$ cat config.mk
export PLATFORM = sky130hd
export DESIGN_NAME = sram_req_arbiter
export DESIGN_NICKNAME = d
export VERILOG_FILES = /design/src/rtl/sram_req_arbiter_pkg.sv /design/src/rtl/sram_req_arbiter_id_fifo.sv /design/src/rtl/sram_req_arbiter.sv
export SDC_FILE = /design/constraint.sdc
export NUM_CORES = 1
export LEC_CHECK = 0
export ABC_AREA = 1
export ABC_CLOCK_PERIOD_IN_PS = 2100
export BUFFER_PORTS_ARGS = -buffer_cell sky130_fd_sc_hd__clkbuf_2
export CORE_AREA = 2 2 125 127
export DETAILED_ROUTE_END_ITERATION = 8
export DIE_AREA = 0 0 127 129
export GPL_TIMING_DRIVEN = 1
export PLACE_DENSITY = 0.44
export SLEW_MARGIN = 5
export SYNTH_ARGS = -nofsm -noshare
export SYNTH_HDL_FRONTEND = slang
export SYNTH_SLANG_ARGS = --single-unit
$ cat constraint.sdc
create_clock -name clk -period 2.1 [get_ports clk]
set_input_delay 0.105 -clock clk [delete_from_list [all_inputs] [get_ports clk]]
set_output_delay 0.105 -clock clk [all_outputs]
set_load 0.005 [all_outputs]
$ cat src/rtl/sram_req_arbiter_pkg.sv
// Shared definitions for the sram-like request arbiter: master ID encodings,
// default outstanding depth and the ring-pointer helper used by the ID FIFO.
package sram_req_arbiter_pkg;

  // Master identifiers carried through the in-order ID FIFO
  localparam logic ID_INST = 1'b0;
  localparam logic ID_DATA = 1'b1;

  // Default number of accepted requests that may await data_ok
  localparam int OUTSTANDING_DEFAULT = 2;

  // Physical storage of the ID FIFO; logical depth is 1..FIFO_MAX_DEPTH
  localparam int FIFO_MAX_DEPTH = 4;

  // Advance a ring pointer, wrapping at the logical depth
  function automatic logic [1:0] ptr_next(input logic [1:0] ptr, input int depth);
    logic [1:0] nxt;
    if (int'(ptr) >= depth - 1) begin
      nxt = 2'd0;
    end else begin
      nxt = ptr + 2'd1;
    end
    return nxt;
  endfunction

endpackage

$ cat src/rtl/sram_req_arbiter_id_fifo.sv
// In-order FIFO of 1-bit master IDs. Tracks which master owns each
// accepted-but-unanswered memory request. full is a registered flag so
// that the request path never sees a combinational path from the pop side.
module id_fifo
  import sram_req_arbiter_pkg::*;
#(
  parameter int DEPTH = OUTSTANDING_DEFAULT
) (
  input  logic clk,
  input  logic resetn,
  input  logic i_push,
  input  logic i_pop,
  input  logic i_id,
  output logic o_full,
  output logic o_empty,
  output logic o_head
);

  logic [FIFO_MAX_DEPTH-1:0] r_mem;
  logic [1:0]                r_wr_ptr;
  logic [1:0]                r_rd_ptr;
  logic [2:0]                r_count;
  logic                      r_full;
  logic                      w_push;
  logic                      w_pop;
  logic [2:0]                w_count_nxt;

  // Pushes into a full FIFO and pops from an empty one are dropped
  assign w_push = i_push & ~r_full;
  assign w_pop  = i_pop & (r_count != 3'd0);

  // Next occupancy; simultaneous push and pop leaves it unchanged
  always_comb begin
    w_count_nxt = r_count;
    case ({w_push, w_pop})
      2'b10:   w_count_nxt = r_count + 3'd1;
      2'b01:   w_count_nxt = r_count - 3'd1;
      default: w_count_nxt = r_count;
    endcase
  end

  // Storage, pointers, occupancy and the registered full flag
  always_ff @(posedge clk) begin
    if (!resetn) begin
      r_mem    <= '0;
      r_wr_ptr <= 2'd0;
      r_rd_ptr <= 2'd0;
      r_count  <= 3'd0;
      r_full   <= 1'b0;
    end else begin
      if (w_push) begin
        r_mem[r_wr_ptr] <= i_id;
        r_wr_ptr        <= ptr_next(r_wr_ptr, DEPTH);
      end
      if (w_pop) begin
        r_rd_ptr <= ptr_next(r_rd_ptr, DEPTH);
      end
      r_count <= w_count_nxt;
      r_full  <= (w_count_nxt == 3'(DEPTH));
    end
  end

  assign o_full  = r_full;
  assign o_empty = (r_count == 3'd0);
  assign o_head  = r_mem[r_rd_ptr];

endmodule

$ cat src/rtl/sram_req_arbiter.sv
// Two-master (inst/data) to one-slave arbiter for the sram-like protocol.
// Fixed priority data > inst, grant locked while the slave stalls an
// asserted request, and responses routed back in acceptance order through
// an ID FIFO bounded by OUTSTANDING.
module sram_req_arbiter
  import sram_req_arbiter_pkg::*;
#(
  parameter int OUTSTANDING = OUTSTANDING_DEFAULT
) (
  input  logic        clk,
  input  logic        resetn,
  // instruction master
  input  logic        inst_req,
  input  logic        inst_wr,
  input  logic [1:0]  inst_size,
  input  logic [3:0]  inst_wstrb,
  input  logic [31:0] inst_addr,
  input  logic [31:0] inst_wdata,
  output logic        inst_addr_ok,
  output logic        inst_data_ok,
  output logic [31:0] inst_rdata,
  // data master
  input  logic        data_req,
  input  logic        data_wr,
  input  logic [1:0]  data_size,
  input  logic [3:0]  data_wstrb,
  input  logic [31:0] data_addr,
  input  logic [31:0] data_wdata,
  output logic        data_addr_ok,
  output logic        data_data_ok,
  output logic [31:0] data_rdata,
  // memory slave
  output logic        mem_req,
  output logic        mem_wr,
  output logic [1:0]  mem_size,
  output logic [3:0]  mem_wstrb,
  output logic [31:0] mem_addr,
  output logic [31:0] mem_wdata,
  input  logic        mem_addr_ok,
  input  logic        mem_data_ok,
  input  logic [31:0] mem_rdata
);

  logic r_lock;
  logic r_lock_id;
  logic w_lock_hit;
  logic w_grant_id;
  logic w_mem_req;
  logic w_accept;
  logic w_pop;
  logic w_fifo_full;
  logic w_fifo_empty;
  logic w_fifo_head;

  // A lock only counts while its owner still holds req, so a master that
  // withdraws cannot leave the other one sourcing the wrong fields
  assign w_lock_hit = r_lock & ((r_lock_id == ID_DATA) ? data_req : inst_req);

  // Grant selection: locked owner first, then data over inst; idle selects data
  always_comb begin
    w_grant_id = ID_DATA;
    if (w_lock_hit) begin
      w_grant_id = r_lock_id;
    end else if (data_req) begin
      w_grant_id = ID_DATA;
    end else if (inst_req) begin
      w_grant_id = ID_INST;
    end else begin
      w_grant_id = ID_DATA;
    end
  end

  // Request is gated only by registered state and reset, never by mem_data_ok
  assign w_mem_req = (inst_req | data_req) & ~w_fifo_full & resetn;
  assign w_accept  = w_mem_req & mem_addr_ok;
  assign w_pop     = mem_data_ok & ~w_fifo_empty & resetn;

  // Request-field mux toward the memory slave
  always_comb begin
    if (w_grant_id == ID_DATA) begin
      mem_wr    = data_wr;
      mem_size  = data_size;
      mem_wstrb = data_wstrb;
      mem_addr  = data_addr;
      mem_wdata = data_wdata;
    end else begin
      mem_wr    = inst_wr;
      mem_size  = inst_size;
      mem_wstrb = inst_wstrb;
      mem_addr  = inst_addr;
      mem_wdata = inst_wdata;
    end
  end

  // Hold the grant while a request is stalled; free it on acceptance or idle
  always_ff @(posedge clk) begin
    if (!resetn) begin
      r_lock    <= 1'b0;
      r_lock_id <= ID_DATA;
    end else if (w_mem_req && !mem_addr_ok) begin
      r_lock    <= 1'b1;
      r_lock_id <= w_grant_id;
    end else begin
      r_lock    <= 1'b0;
      r_lock_id <= r_lock_id;
    end
  end

  id_fifo #(
    .DEPTH (OUTSTANDING)
  ) u_id_fifo (
    .clk     (clk),
    .resetn  (resetn),
    .i_push  (w_accept),
    .i_pop   (w_pop),
    .i_id    (w_grant_id),
    .o_full  (w_fifo_full),
    .o_empty (w_fifo_empty),
    .o_head  (w_fifo_head)
  );

  assign mem_req      = w_mem_req;
  assign inst_addr_ok = w_accept & (w_grant_id == ID_INST);
  assign data_addr_ok = w_accept & (w_grant_id == ID_DATA);
  assign inst_data_ok = w_pop & (w_fifo_head == ID_INST);
  assign data_data_ok = w_pop & (w_fifo_head == ID_DATA);
  assign inst_rdata   = mem_rdata;
  assign data_rdata   = mem_rdata;

endmodule

==> results_dict.tcl <==
set metrics [dict create \
    status "completed" \
    use_met3_pct 1.91 \
    synthArstFlopShare_pct 0 \
    synthMuxAreaShare_pct 0 \
    pwr-share-clk_pct 28.1 \
    yosysWarningCount 0 \
    grt_pass1_wl_mm 12.0 \
    fin_crit_ps 1920 \
    via_per_inst 3.64 \
    drv_slew 0 \
    r2r_slack_ps 180 \
    synth_fa_ha_area_share_pct 4.74 \
    cts_sinks 14 \
    avgRoutedWirePerCell_um 11.3 \
    synth_top_family_by_area "simple AND/OR/NAND/NOR gates" \
    fin_skew_ps 0.813 \
    die_w_um 127 \
    comb_power_share_pct 48.0 \
    num-nets-final 756 \
    required_ps 2240 \
    power_density_nw_per_um2 404 \
    swShare_pct 34.7 \
    worstHoldStart "resetn" \
    synth_xor_xnor_area_share_pct 0.386 \
    crit_fanout 5 \
    fin_crit_sh_pct 91.4 \
    use_met2_pct 17.2 \
    track_usage_pct 9.11 \
    p_int_uw 829 \
    hold_class "input pin to flip-flop" \
    cts_hold_buf 0 \
    grt_overflow 0 \
    ys.flop_type "dfxtp_1" \
    grt_pass1_vias 2445 \
    grtUsageMet1_pct 10.7 \
    cts-root-buf "clkbuf_16" \
    die_height_um 129 \
    ys_seq_area_share_pct 12.3 \
    utilization_pct 20.9 \
    p_switching_uw 440 \
    num_rows 45 \
    ant_nets 0 \
    max_slew_margin_pct 76.2 \
    cts_tree "done" \
    endpoint "u_id_fifo.o_full" \
    syn-num-nets 604 \
    worstReg2RegEnd "u_id_fifo.o_full" \
    mostFrequentLayoutCells "nand2_1, clkbuf_2, inv_1" \
    antenna_found_initial 0 \
    pwr-share-seq_pct 23.9 \
    coreArea_um2 15000 \
    wl_mm 8.52 \
    gp_congestion 0.689 \
    cts_buffers 3 \
    setup_tns_ps 0 \
    hpwlAfterDp_mm 7.21 \
    synth_compound_area_share_pct 3.09 \
    synth_edf_count 0 \
    path_clk_slew_ps 50 \
    cts_max_level 1 \
    end_kind "flip-flop" \
    top_usage_layer "met2" \
    synth_simple_gate_area_share_pct 46.6 \
    postSynthCellCount 416 \
    leakagePower_uw 0.00201 \
    tightestPinTransition_ps 357 \
    setup.worst_path.start_class "flip-flop" \
    syn-cell-area_um2 2270 \
    setup_viol 0 \
    initial_utilization_pct 15.2 \
    cp-startpoint "u_id_fifo.r_count[0]" \
    first_iter_violations 97 \
    finalHoldViolations 0 \
    worstPathArrival_ps 2060 \
    syn_area_per_cell_um2 5.46 \
    reg2reg_depth 12 \
    area_growth_pct 38.2 \
    drv_cap 0 \
    r2r_start "u_id_fifo.r_count[0]" \
    ys_seq_elements 14 \
    final_common_cell "nand2_1" \
    drive_gt1_share_pct 42.9 \
    diodes 0 \
    drc_errors 0 \
    vdd_drop_max_mv 0.375 \
    io_pins 320 \
    rsz0062_at_grt "false" \
    port_buffers 223 \
    grt_max_degree 74 \
    critPathKind "flip-flop to flip-flop" \
    vias 2748 \
    die-area_um2 16400 \
    clk_latency_ps 240 \
    dr.pass1.iters 5 \
    fmax_mhz 521 \
    synthDistinctLibCells 22 \
    clock_path_buffers 2 \
]
==> sequential cells by signal (all words and copies together), names as in the netlist <==
register	count
r_lock	1
r_lock_id	1
u_id_fifo.o_full	1
u_id_fifo.r_count	3
u_id_fifo.r_mem	4
u_id_fifo.r_rd_ptr	2
u_id_fifo.r_wr_ptr	2
==> repair_timing <==
item	CTS	global route
setup endpoints to repair	0	2
setup buffers	0	0
gates resized for setup	0	1
==> how the worst min path moves through the flow <==
stage	to	cells past startpoint
2_1_floorplan	r_lock_id	1
3_3_place_gp	data_rdata[26]	0
3_5_place_dp	data_rdata[26]	0
4_1_cts	r_lock_id	2
5_1_grt	r_lock_id	2
6_report	r_lock_id	2
==> critical path, stage by stage (launching register included) <==
cell	delay, ps
dfxtp_1	330
inv_1	70
nand3_1	120
nand2_2	90
inv_1	80
ha_1	140
inv_1	60
fa_1	370
or2_2	310
nand3_1	70
nand2_1	60
nand2_1	60
nor2_1	40
==> cell families after synthesis <==
logic type,count (synthesis)
buffers and inverters,108
adder cells (fa/ha/maj),8
AND/OR/NAND/NOR,271
flip-flops,14
AO/OA/AOI/OAI,14
XOR/XNOR,1
==> metrics by stage <==
stage,instance area (um^2),hold WS (ps),std cells,setup slack [ps],power (uW)
2_1_floorplan,2270,190,416,276,709
3_3_place_gp,3060,210,751,168,930
3_5_place_dp,3060,210,751,151,925
4_1_cts,3130,108,754,138,1290
5_1_grt,3140,122,754,22.8,1380
6_report,3140,106,754,182,1270
==> routing by layer <==
layer	vias to the layer above	share of wire (%)
li1	1475	-
met1	1088	39
met2	179	51
met3	6	9.9
met4	0	0.60
met5	-	0
==> cell type report <==
| type | count | area, um^2 |
|---|---|---|
| Timing Repair Buffer | 229 | 1200 |
| Multi-Input combinational cell | 294 | 1250 |
| Fill cell | 1775 | 11800 |
| Tap cell | 188 | 235 |
| Clock buffer | 3 | 75.1 |
| Sequential cell | 14 | 280 |
| Inverter | 26 | 97.6 |
==> power by group through the flow <==
stage	registers, uW	clock network (uW)	logic [uW]
finish	303	356	609
global route	305	385	693
CTS	303	367	620
detailed placement	308	0	616
global placement	308	0	622
floorplan	305	0	404
==> synth_stat cells (all sizes together), types with 3 or more instances <==
library cell  instances  area [um^2]
nand2               241          907
buf                  81          643
inv                  26         97.6
nor2                 17         76.3
dfxtp                14          280
a21oi                 9         45.0
nand3                 9         50.1
ha                    7         87.6
o21ai                 5         25.0
nand4                 3         18.8
(Power assumes the default switching activity.)
